**src/rtl/reversing_bits_pkg.sv**
```systemverilog
// ---------------------------------------------------------------------------
// reversing_bits_pkg
//   Shared constants and helpers for the bit-order reversal stage.
//   - DEFAULT_DATA_WIDTH : default word width of the stage.
//   - MAX_REVERSE_WIDTH  : widest word reverse_bits() can handle.
//   - reverse_bits()     : mirrors the low 'width' bits of a word
//                          (bit i of the result = bit width-1-i of d).
//                          Bits at and above 'width' are returned as zero.
// ---------------------------------------------------------------------------
package reversing_bits_pkg;

    localparam int DEFAULT_DATA_WIDTH = 8;
    localparam int MAX_REVERSE_WIDTH  = 64;

    // A package function cannot take a type parameter, so it works on the
    // widest supported word and takes the live width as an argument.
    function automatic logic [MAX_REVERSE_WIDTH-1:0] reverse_bits(
        input logic [MAX_REVERSE_WIDTH-1:0] d,
        input int                           width
    );
        logic [MAX_REVERSE_WIDTH-1:0] r;
        r = '0;
        for (int i = 0; i < MAX_REVERSE_WIDTH; i++) begin
            if (i < width) begin
                r[i] = d[width-1-i];
            end
        end
        return r;
    endfunction

endpackage

```
**src/rtl/bit_reverse_comb.sv**
```systemverilog
// ---------------------------------------------------------------------------
// bit_reverse_comb
//   Purely combinational bit mirror: data_out[i] = data_in[DATA_WIDTH-1-i].
//   Pure rewiring, so an unknown input bit only affects its mirrored output.
//   Ports:
//     data_in  [DATA_WIDTH-1:0] : word to mirror
//     data_out [DATA_WIDTH-1:0] : mirrored word
// ---------------------------------------------------------------------------
module bit_reverse_comb
    import reversing_bits_pkg::*;
#(
    parameter int DATA_WIDTH = DEFAULT_DATA_WIDTH
) (
    input  logic [DATA_WIDTH-1:0] data_in,
    output logic [DATA_WIDTH-1:0] data_out
);

    // One assign per bit keeps each output bit tied to exactly one input bit.
    generate
        for (genvar gi = 0; gi < DATA_WIDTH; gi++) begin : g_mirror
            assign data_out[gi] = data_in[DATA_WIDTH-1-gi];
        end
    endgenerate

endmodule

```
**src/rtl/reversing_bits.sv**
```systemverilog
// ---------------------------------------------------------------------------
// reversing_bits
//   Registered bit-order reversal stage with a travelling valid flag.
//   Latency 1 clock, throughput 1 word per clock, no backpressure.
//   Ports:
//     clk       : system clock, rising edge
//     rst       : asynchronous active-high reset, clears both outputs
//     valid_in  : data_in carries a word this cycle
//     data_in   : word to reverse
//     valid_out : data_out carries a reversed word this cycle
//     data_out  : bit-reversed copy of the last accepted data_in
// ---------------------------------------------------------------------------
module reversing_bits
    import reversing_bits_pkg::*;
#(
    parameter int DATA_WIDTH = DEFAULT_DATA_WIDTH
) (
    input  logic                  clk,
    input  logic                  rst,
    input  logic                  valid_in,
    input  logic [DATA_WIDTH-1:0] data_in,
    output logic                  valid_out,
    output logic [DATA_WIDTH-1:0] data_out
);

    logic [DATA_WIDTH-1:0] data_rev_next;
    logic [DATA_WIDTH-1:0] data_out_reg;
    logic                  valid_out_reg;

    bit_reverse_comb #(
        .DATA_WIDTH (DATA_WIDTH)
    ) u_mirror (
        .data_in  (data_in),
        .data_out (data_rev_next)
    );

    // Data only loads on a valid word; during idle cycles the last reversed
    // word stays visible and only the valid flag drops.
    always_ff @(posedge clk or posedge rst) begin
        if (rst) begin
            valid_out_reg <= 1'b0;
            data_out_reg  <= '0;
        end else begin
            valid_out_reg <= valid_in;
            if (valid_in) begin
                data_out_reg <= data_rev_next;
            end
        end
    end

    assign valid_out = valid_out_reg;
    assign data_out  = data_out_reg;

endmodule

```
**config.mk**
```make
export PLATFORM = sky130hd
export DESIGN_NAME = reversing_bits
export DESIGN_NICKNAME = d
export VERILOG_FILES = /design/src/rtl/reversing_bits_pkg.sv /design/src/rtl/bit_reverse_comb.sv /design/src/rtl/reversing_bits.sv
export SDC_FILE = /design/constraint.sdc
export NUM_CORES = 1
export LEC_CHECK = 0
export ABC_AREA = 1
export CORE_AREA = 2 2 39 41
export DETAILED_ROUTE_END_ITERATION = 8
export DIE_AREA = 0 0 41 43
export PLACE_DENSITY = 0.69
export SYNTH_ARGS = -nofsm -noshare
export SYNTH_HDL_FRONTEND = slang
export SYNTH_SLANG_ARGS = --single-unit
```
**constraint.sdc**
```tcl
create_clock -name clk -period 0.8 [get_ports clk]
set_input_delay 0.2 -clock clk [delete_from_list [all_inputs] [get_ports clk]]
set_output_delay 0.2 -clock clk [all_outputs]
set_load 0.05 [all_outputs]
```
==> metrics.yaml, run 1 <==
synth:
  synth_warnings: 0
  synth_area_per_cell_sq_um: 9.28
  ys_types: 5
  synth_nets: 47
  synth_seq_area_share: 0.674
  ys_ff_latch: 9
  synth_cells: 36
  syn_area_sq_um: 334
clock_tree:
  htreeDepth: 1
  worstSkewPairLatency_ns: 0.27
  clkTransAtPathRegs_ns: 0.06
  clkSinkCount: 9
  cts_tree: "built"
  numCtsBuffers: 3
  cts-root-buf: "clkbuf_4"
  cts_hold_buffers: 0
  cts_buffer_depth: 2
finish:
  multi_input_area_sq_um: 90.1
  seq_area_sq_um: 235
  area_delta_synth_final_pct: 109
  layout.cells.non_filler: 79
  num-fill-cells: 127
  drive_above_1_share: 0.413
  fin_nets: 75
  final_core_util: 0.505
  largest_register_ffs: 8
  antenna_cells: 0
sta:
  period_minus_slack_ns: 1.05
  drv_slew: 0
  worst_pin_slew_ns: 0.134
  slew_headroom: 0.910
  finalSetupViolCount: 9
  hold_violations: 0
  period_share: 1.31
  worst_slack_ns: -0.251
  rsz0062_at_grt: "true"
  max_freq_mhz: 951
  fin_skew_ns: 0
  holdWs_ns: 0.210
critical_path:
  max_stage_delay_ns: 0.43
  startpoint_type: "flop"
  worstPathMaxFanout: 2
  critPathRequiredTime_ns: 0.60
  crit_buf_inv: 1
  cp.arrival_ns: 0.85
  crit_type: "flop to output pin"
  cp_cell_sequence: "buf_12"
  crit_path_top_delay_cell: "dfrtp_2"
  crit_family: "flip-flops"
  cp-end-kind: "output pin"
power:
  ir_drop_v: 0.000843
  powerDensity_nw_per_um2: 1900
  finalPower_mw: 1.33
  p_leak_nw: 0.349
global_routing:
  grt_pass1_vias: 296
  grt_usage: 0.112
  grt-ovfl-total: 0
  grt_max_degree: 9
  antenna_found_initial: 0
  grt_pass1_wl_um: 1260
drt:
  firstDrtPassIters: 4
  wl_met3_um: 76
  met1Wirelength_um: 307
  wl_per_cell_um: 9.71
  highest_layer: "met4"
  drtIter0Drc: 6
  routed_wl_um: 767
  wl_met2_um: 349
  drc_errors: 0
  detail-route-antenna-nets: 0
  vias: 319
  via_per_inst: 4.04
placement:
  io_buffers: 19
  placed_cells: 74
  place_hpwl_um: 580
  gp_congestion: 0.655
floorplan:
  rows: 14
  start_util: 0.241
  die_area_sq_um: 1760
  coreArea_sq_um: 1380
  fp.dieH_um: 43
  die_w_um: 41
  ios: 20
hold_path:
  holdCritPathClass: "primary input to asynchronous set/reset pin"
run_status:
  status: "finished, violations left"
  violations: "setup timing"
run:
  drv_cap: 0
-- report_power, final --
part           internal, mW  switching, mW  total [mW]
clock                 0.193          0.170       0.363
sequential            0.501         0.0420       0.543
combinational         0.222          0.203       0.426
total                 0.916          0.415        1.33
-- layer usage --
metal / global-route usage / vias up
met2: 0.134 / 15
met5: 0 / -
met4: 0.100 / 0
met3: 0.0314 / 3
li1: - / 158
met1: 0.154 / 143
-- Yosys cell counts --
master	n	share of area
inv_1	1	0.011
buf_6	1	0.034
nand2_1	24	0.27
dfrtp_1	9	0.67
inv_2	1	0.011
-- timing repair --
| item | CTS | global route |
|---|---|---|
| setup buffers | 0 | 1 |
| endpoints found under the hold margin | 0 | 0 |
| endpoints found under the setup margin | 9 | 17 |
| gates resized for setup | 0 | 1 |
-- kinds of logic after synthesis --
family,count (synthesis),synth area share
simple gates,24,0.270
flops,9,0.674
buf+inv,3,0.0562
-- worst paths after layout --
path | from | end | slack [ns] | cells after the start
max in group asynchronous | rst | data_out[7] | 0.47 | 3
min | rst | data_out[6] | 0.21 | 3
min in group clk | valid_in | valid_out | 0.24 | 2
max | data_out[4] | data_out[4] | -0.25 | 1
max reg2reg | data_out[5] | data_out[5] | 0.04 | 3
min reg2reg | data_out[3] | data_out[3] | 0.51 | 2
-- placed cells by master, fill, tap and decap left out --
| cell type | Yosys | layout |
|---|---|---|
| nand2_1 | 24 | 24 |
| clkbuf_4 | 0 | 3 |
| buf_12 | 0 | 9 |
| dfrtp_1 | 9 | 1 |
| dfrtp_2 | 0 | 8 |
| dlymetal6s2s_1 | 0 | 1 |
| clkdlybuf4s50_1 | 0 | 9 |
| buf_4 | 0 | 5 |
| clkbuf_1 | 0 | 1 |
| inv_2 | 1 | 1 |
| inv_1 | 1 | 1 |
-- metrics by stage --
| stage | worst slack (ns) | setup TNS, ns | instance area, sq um |
|---|---|---|---|
| after floorplan | 0.0141 | 0 | 344 |
| after global placement | -0.240 | -1.99 | 663 |
| after detailed placement | -0.259 | -2.13 | 663 |
| after CTS | -0.251 | -2.19 | 689 |
| after global routing | -0.275 | -2.37 | 699 |
| final | -0.251 | -2.18 | 699 |
-- area by class of cell --
class / instances / area share
clock buffer: 4 / 0.0376
sequential: 9 / 0.336
timing repair buffer: 24 / 0.458
multi-input combinational: 24 / 0.129
tap: 16 / 0.0286
inverter: 2 / 0.0107
No activity file was read; power rests on OpenSTA's default activity.
==> run 2: changes to the inputs <==
--- a/config.mk
+++ b/config.mk
@@ -10,6 +10,7 @@
 export DETAILED_ROUTE_END_ITERATION = 8
 export DIE_AREA = 0 0 41 43
 export PLACE_DENSITY = 0.69
+export SETUP_SLACK_MARGIN = 0.5
 export SYNTH_ARGS = -nofsm -noshare
 export SYNTH_HDL_FRONTEND = slang
 export SYNTH_SLANG_ARGS = --single-unit
==> run 2 against run 1 <==
Against the previous run:
- the run still ends with setup timing left
- total power shrank 2.5%
- cell area shrank 2.3%
- sequential cell count is the same
- clock skew stayed put
- sequential share of layout area is 0.98 points higher
- critical path depth unchanged
- highest routed layer unchanged
==> metrics.yaml, run 2 (synthesized netlist as in run 1, its figures left out) <==
critical_path:
  crit_path_top_delay_cell: "dfrtp_2"  # unchanged
  cp_cell_sequence: "buf_12"  # unchanged
  critPathRequiredTime_ns: 0.60  # about the same
  crit_family: "flip-flops"  # unchanged
  cp-end-kind: "output pin"  # unchanged
  max_stage_delay_ns: 0.42  # was 0.43 ns
  cp.arrival_ns: 0.83  # was 0.85 ns
  worstPathMaxFanout: 2  # unchanged
  crit_buf_inv: 1  # unchanged
  startpoint_type: "flop"  # unchanged
  crit_type: "flop to output pin"  # unchanged
floorplan:
  die_area_sq_um: 1760  # unchanged
  start_util: 0.241  # unchanged
  die_w_um: 41  # unchanged
  rows: 14  # unchanged
  ios: 20  # unchanged
  coreArea_sq_um: 1380  # unchanged
  fp.dieH_um: 43  # unchanged
clock_tree:
  cts_buffer_depth: 2  # unchanged
  worstSkewPairLatency_ns: 0.25  # was 0.27 ns
  cts_hold_buffers: 0  # unchanged
  htreeDepth: 1  # unchanged
  cts-root-buf: "clkbuf_4"  # unchanged
  cts_setup_buffers: 0  # unchanged
  numCtsBuffers: 3  # unchanged
  clkSinkCount: 9  # unchanged
  clkTransAtPathRegs_ns: 0.06  # about the same
  cts_tree: "built"  # unchanged
placement:
  place_hpwl_um: 598  # was 580 um
  place_area_sq_um: 649  # was 663 sq um
  gp_congestion: 0.660  # was 0.655
  io_buffers: 19  # unchanged
drt:
  routed_wl_um: 755  # was 767 um
  via_per_inst: 4.05  # was 4.04
  wl_per_cell_um: 9.81  # was 9.71 um
  firstDrtPassIters: 4  # unchanged
  vias: 312  # was 319
  drtIter0Drc: 1  # was 6
  detail-route-antenna-nets: 0  # unchanged
  drc_errors: 0  # unchanged
finish:
  largest_register_ffs: 8  # unchanged
  antenna_cells: 0  # unchanged
  area_delta_synth_final_pct: 104  # was 109%
  final_common_cell: "nand2_1"  # unchanged
  final_area_sq_um: 683  # was 699 sq um
  fin_nets: 73  # was 75
  drive_above_1_share: 0.443  # was 0.413
  layout_common_cells: "nand2_1 (24), dfrtp_2 (9), buf_12 (9)"  # was nand2_1 (24), clkdlybuf4s50_1 (9), buf_12 (9)
power:
  powerDensity_nw_per_um2: 1900  # about the same
  p_leak_nw: 0.326  # was 0.349 nW
  ir_drop_v: 0.000753  # was 0.000843 V
sta:
  slew_headroom: 0.857  # was 0.910
  period_minus_slack_ns: 1.03  # was 1.05 ns
  holdWs_ns: 0.0178  # was 0.210 ns
  drv_slew: 0  # unchanged
  worst_pin_slew_ns: 0.215  # was 0.134 ns
  finalSetupViolCount: 9  # unchanged
  rsz0062_at_grt: "true"  # unchanged
  period_share: 1.28  # was 1.31
  hold_violations: 0  # unchanged
  worst_slack_ns: -0.228  # was -0.251 ns
  fin_skew_ns: 0  # unchanged
  max_freq_mhz: 973  # was 951 MHz
run_status:
  status: "finished, violations left"  # unchanged
  violations: "setup timing"  # unchanged
global_routing:
  grt_usage: 0.114  # was 0.112
  antenna_found_initial: 0  # unchanged
  grt_pass1_vias: 321  # was 296
  grt-ovfl-total: 0  # unchanged
  grt_pass1_wl_um: 1320  # was 1260 um
  grt_max_degree: 9  # unchanged
hold_path:
  holdCritPathClass: "primary input to asynchronous set/reset pin"  # unchanged
run:
  drv_cap: 0  # unchanged
==> run 2: power breakdown <==
part | leakage (nW) | switching [mW] | internal (mW) | total [mW]
sequential | 0.0990 | 0.0418 | 0.501 | 0.543
clock | 0.0150 | 0.148 | 0.192 | 0.340
combinational | 0.212 | 0.204 | 0.210 | 0.415
total | 0.326 | 0.395 | 0.903 | 1.30
==> run 2: path summary, 6_finish.rpt <==
kind | startpoint | to | slack (ns) | depth (start not counted)
max in group asynchronous | rst | data_out[5] | 0.64 | 2
setup reg to reg | data_out[0] | data_out[0] | 0.16 | 2
hold reg to reg | data_out[5] | data_out[5] | 0.52 | 2
min in group clk | valid_in | valid_out | 0.19 | 2
setup / recovery | data_out[3] | data_out[3] | -0.23 | 1
hold / removal | rst | data_out[2] | 0.02 | 2
==> run 2: final cells by class <==
cell class,instances,area [sq um]
well taps,16,20.0
repair buffers,21,293
flip-flops and latches,9,236
fillers,131,701
multi-input cells,24,90.1
inverters,2,10.0
repair inverters,1,7.51
clock buffers,4,26.3
==> run 2: timing repair <==
item                       in CTS  in global routing
gates resized for setup         8                  0
cloned                          1                  0
pin swaps                       0                  0
setup endpoints to repair      27                 17
==> run 2: per-stage QoR <==
| step | utilization | worst slack (ns) | setup TNS [ns] | cells | power [mW] |
|---|---|---|---|---|---|
| 4_1_cts | 0.494 | -0.239 | -2.13 | 77 | 1.32 |
| 2_1_floorplan | - | 0.0623 | 0 | 36 | 0.718 |
| 5_1_grt | 0.494 | -0.252 | -2.23 | 77 | 1.36 |
| 3_5_place_dp | 0.469 | -0.255 | -2.07 | 72 | 0.968 |
| 6_report | 0.494 | -0.228 | -2.03 | 77 | 1.30 |
| 3_3_place_gp | 0.469 | -0.236 | -1.98 | 72 | 0.962 |
==> run 2: metal layers <==
layer | wire [um] | share of wire | track usage | vias to the layer above
met5 | 0 | 0 | 0 | -
met2 | 409 | 0.54 | 0.169 | 11
met3 | 52 | 0.069 | 0.0314 | 2
met4 | 10 | 0.013 | 0.0800 | 0
li1 | - | - | - | 157
met1 | 283 | 0.37 | 0.136 | 142
==> run 3: changes to the inputs <==
==> constraint.sdc (replaced) <==
create_clock -name clk -period 0.8 [get_ports clk]
set_input_delay 0.12 -clock clk [delete_from_list [all_inputs] [get_ports clk]]
set_output_delay 0.12 -clock clk [all_outputs]
set_load 0.05 [all_outputs]
==> run 3 against run 2 <==
Against the previous run:
- the run still ends with setup timing left
- non-clock buffer count unchanged
- clock-buffer cell count unchanged
- core utilization fell by 0.45 points
- register-to-register slack barely moved
- wire length shrank 2.0%
- critical path type unchanged
==> metrics.yaml, run 3 (synthesized netlist as in run 1, its figures left out) <==
placement:
  gp_congestion: 0.660  # unchanged
  io_buffers: 19  # unchanged
  place_hpwl_um: 598  # unchanged
  placed_cells: 72  # unchanged
clock_tree:
  cts_setup_buffers: 0  # unchanged
  cts_tree: "built"  # unchanged
  cts-root-buf: "clkbuf_4"  # unchanged
  clkTransAtPathRegs_ns: 0.06  # about the same
  cts_buffer_depth: 2  # unchanged
  clkSinkCount: 9  # unchanged
  cts_hold_buffers: 0  # unchanged
  htreeDepth: 1  # unchanged
  worstSkewPairLatency_ns: 0.25  # about the same
  numCtsBuffers: 3  # unchanged
critical_path:
  crit_buf_inv: 1  # unchanged
  r2r_slack_ns: 0.16  # about the same
  rr_worst_depth: 2  # unchanged
  critPathRequiredTime_ns: 0.68  # was 0.60 ns
  max_stage_delay_ns: 0.43  # was 0.42 ns
  cp.arrival_ns: 0.83  # about the same
  crit_path_top_delay_cell: "dfrtp_2"  # unchanged
  rr_startpoint: "data_out[0]"  # unchanged
  crit_family: "flip-flops"  # unchanged
  startpoint_type: "flop"  # unchanged
  cp_cell_sequence: "buf_12"  # unchanged
  worstPathMaxFanout: 2  # unchanged
  cp-end-kind: "output pin"  # unchanged
  crit_type: "flop to output pin"  # unchanged
  r2r-end: "data_out[0]"  # unchanged
drt:
  detail-route-antenna-nets: 0  # unchanged
  routed_wl_um: 740  # was 755 um
  met1Wirelength_um: 282  # was 283 um
  wl_per_cell_um: 9.74  # was 9.81 um
  wl_met3_um: 52  # unchanged
  firstDrtPassIters: 4  # unchanged
  wl_met2_um: 395  # was 409 um
  drc_errors: 0  # unchanged
  highest_layer: "met4"  # unchanged
  via_per_inst: 4.01  # was 4.05
  drtIter0Drc: 1  # unchanged
  vias: 305  # was 312
sta:
  rsz0062_at_grt: "true"  # unchanged
  fin_skew_ns: 0  # unchanged
  tns_ns: -1.32  # was -2.03 ns
  max_freq_mhz: 1050  # was 973 MHz
  hold_violations: 0  # unchanged
  slew_headroom: 0.917  # was 0.857
  period_share: 1.19  # was 1.28
  finalSetupViolCount: 9  # unchanged
  period_minus_slack_ns: 0.951  # was 1.03 ns
  worst_slack_ns: -0.151  # was -0.228 ns
  worst_pin_slew_ns: 0.124  # was 0.215 ns
  drv_slew: 0  # unchanged
floorplan:
  die_w_um: 41  # unchanged
  start_util: 0.241  # unchanged
  fp.dieH_um: 43  # unchanged
  coreArea_sq_um: 1380  # unchanged
  ios: 20  # unchanged
  rows: 14  # unchanged
  die_area_sq_um: 1760  # unchanged
finish:
  drive_above_1_share: 0.433  # was 0.443
  seq_area_sq_um: 236  # unchanged
  antenna_cells: 0  # unchanged
  num-fill-cells: 134  # was 131
  fin_nets: 72  # was 73
  layout_common_cells: "nand2_1 (24), dfrtp_2 (9), clkdlybuf4s50_1 (9), buf_12 (9), clkbuf_4 (3)"  # was nand2_1 (24), dfrtp_2 (9), buf_12 (9)
  layout.cells.non_filler: 76  # was 77
  area_delta_synth_final_pct: 103  # was 104%
  largest_register_ffs: 8  # unchanged
  final_common_cell: "nand2_1"  # unchanged
  multi_input_area_sq_um: 90.1  # unchanged
global_routing:
  grt_usage: 0.112  # was 0.114
  antenna_found_initial: 0  # unchanged
  grt_max_degree: 10  # was 9
  grt_pass1_wl_um: 1300  # was 1320 um
  grt_pass1_vias: 317  # was 321
  grt-ovfl-total: 0  # unchanged
power:
  finalPower_mw: 1.30  # about the same
  ir_drop_v: 0.000753  # about the same
  powerDensity_nw_per_um2: 1920  # was 1900 nW/um^2
  p_leak_nw: 0.325  # was 0.326 nW
run_status:
  violations: "setup timing"  # unchanged
  status: "finished, violations left"  # unchanged
run:
  drv_cap: 0  # unchanged
hold_path:
  holdCritPathClass: "primary input to asynchronous set/reset pin"  # unchanged
## run 3: cell count changes in the layout (fill, tap and decap cells not counted)
cell,change
clkinvlp_4,-1
dlygate4sd2_1,-1
clkdlybuf4s50_1,+1
## run 3: timing repair
item                       CTS  global route
resized for setup            5             2
gates cloned                 0             0
hold endpoints to repair     0             0
setup endpoints to repair   27            27
## run 3: power breakdown
group	internal, mW	switching (mW)
sequential	0.501	0.0416
combinational	0.211	0.202
clock	0.192	0.153
## run 3: layout make-up
cell class	count	share of cell area
clock buffers	4	0.0388
inverters	2	0.0148
multi-input cells	24	0.133
flip-flops and latches	9	0.349
well taps	16	0.0296
repair buffers	21	0.434
## run 3: stage by stage
step | util | hold WS (ns) | cell area [sq um] | worst slack [ns]
after detailed placement | 0.469 | 0.416 | 649 | -0.175
final | 0.489 | 0.105 | 677 | -0.151
after floorplan | - | -0.0520 | 345 | 0.0623
after global routing | 0.489 | 0.119 | 677 | -0.172
after CTS | 0.492 | 0.0969 | 681 | -0.159
after global placement | 0.469 | 0.399 | 649 | -0.156
## run 3: how the worst max path moves through the flow
stage                      startpoint     endpoint  cells past startpoint
after floorplan           data_out[0]  data_out[0]                      2
after global placement       valid_in  data_out[1]                      4
after detailed placement     valid_in  data_out[2]                      4
after CTS                 data_out[6]  data_out[6]                      1
after global routing      data_out[6]  data_out[6]                      1
final                     data_out[6]  data_out[6]                      1
## run 3: metal layers
| layer | GRT usage | vias to the layer above |
|---|---|---|
| li1 | - | 154 |
| met1 | 0.132 | 138 |
| met2 | 0.166 | 11 |
| met3 | 0.0314 | 2 |
| met4 | 0.0800 | 0 |
| met5 | 0 | - |
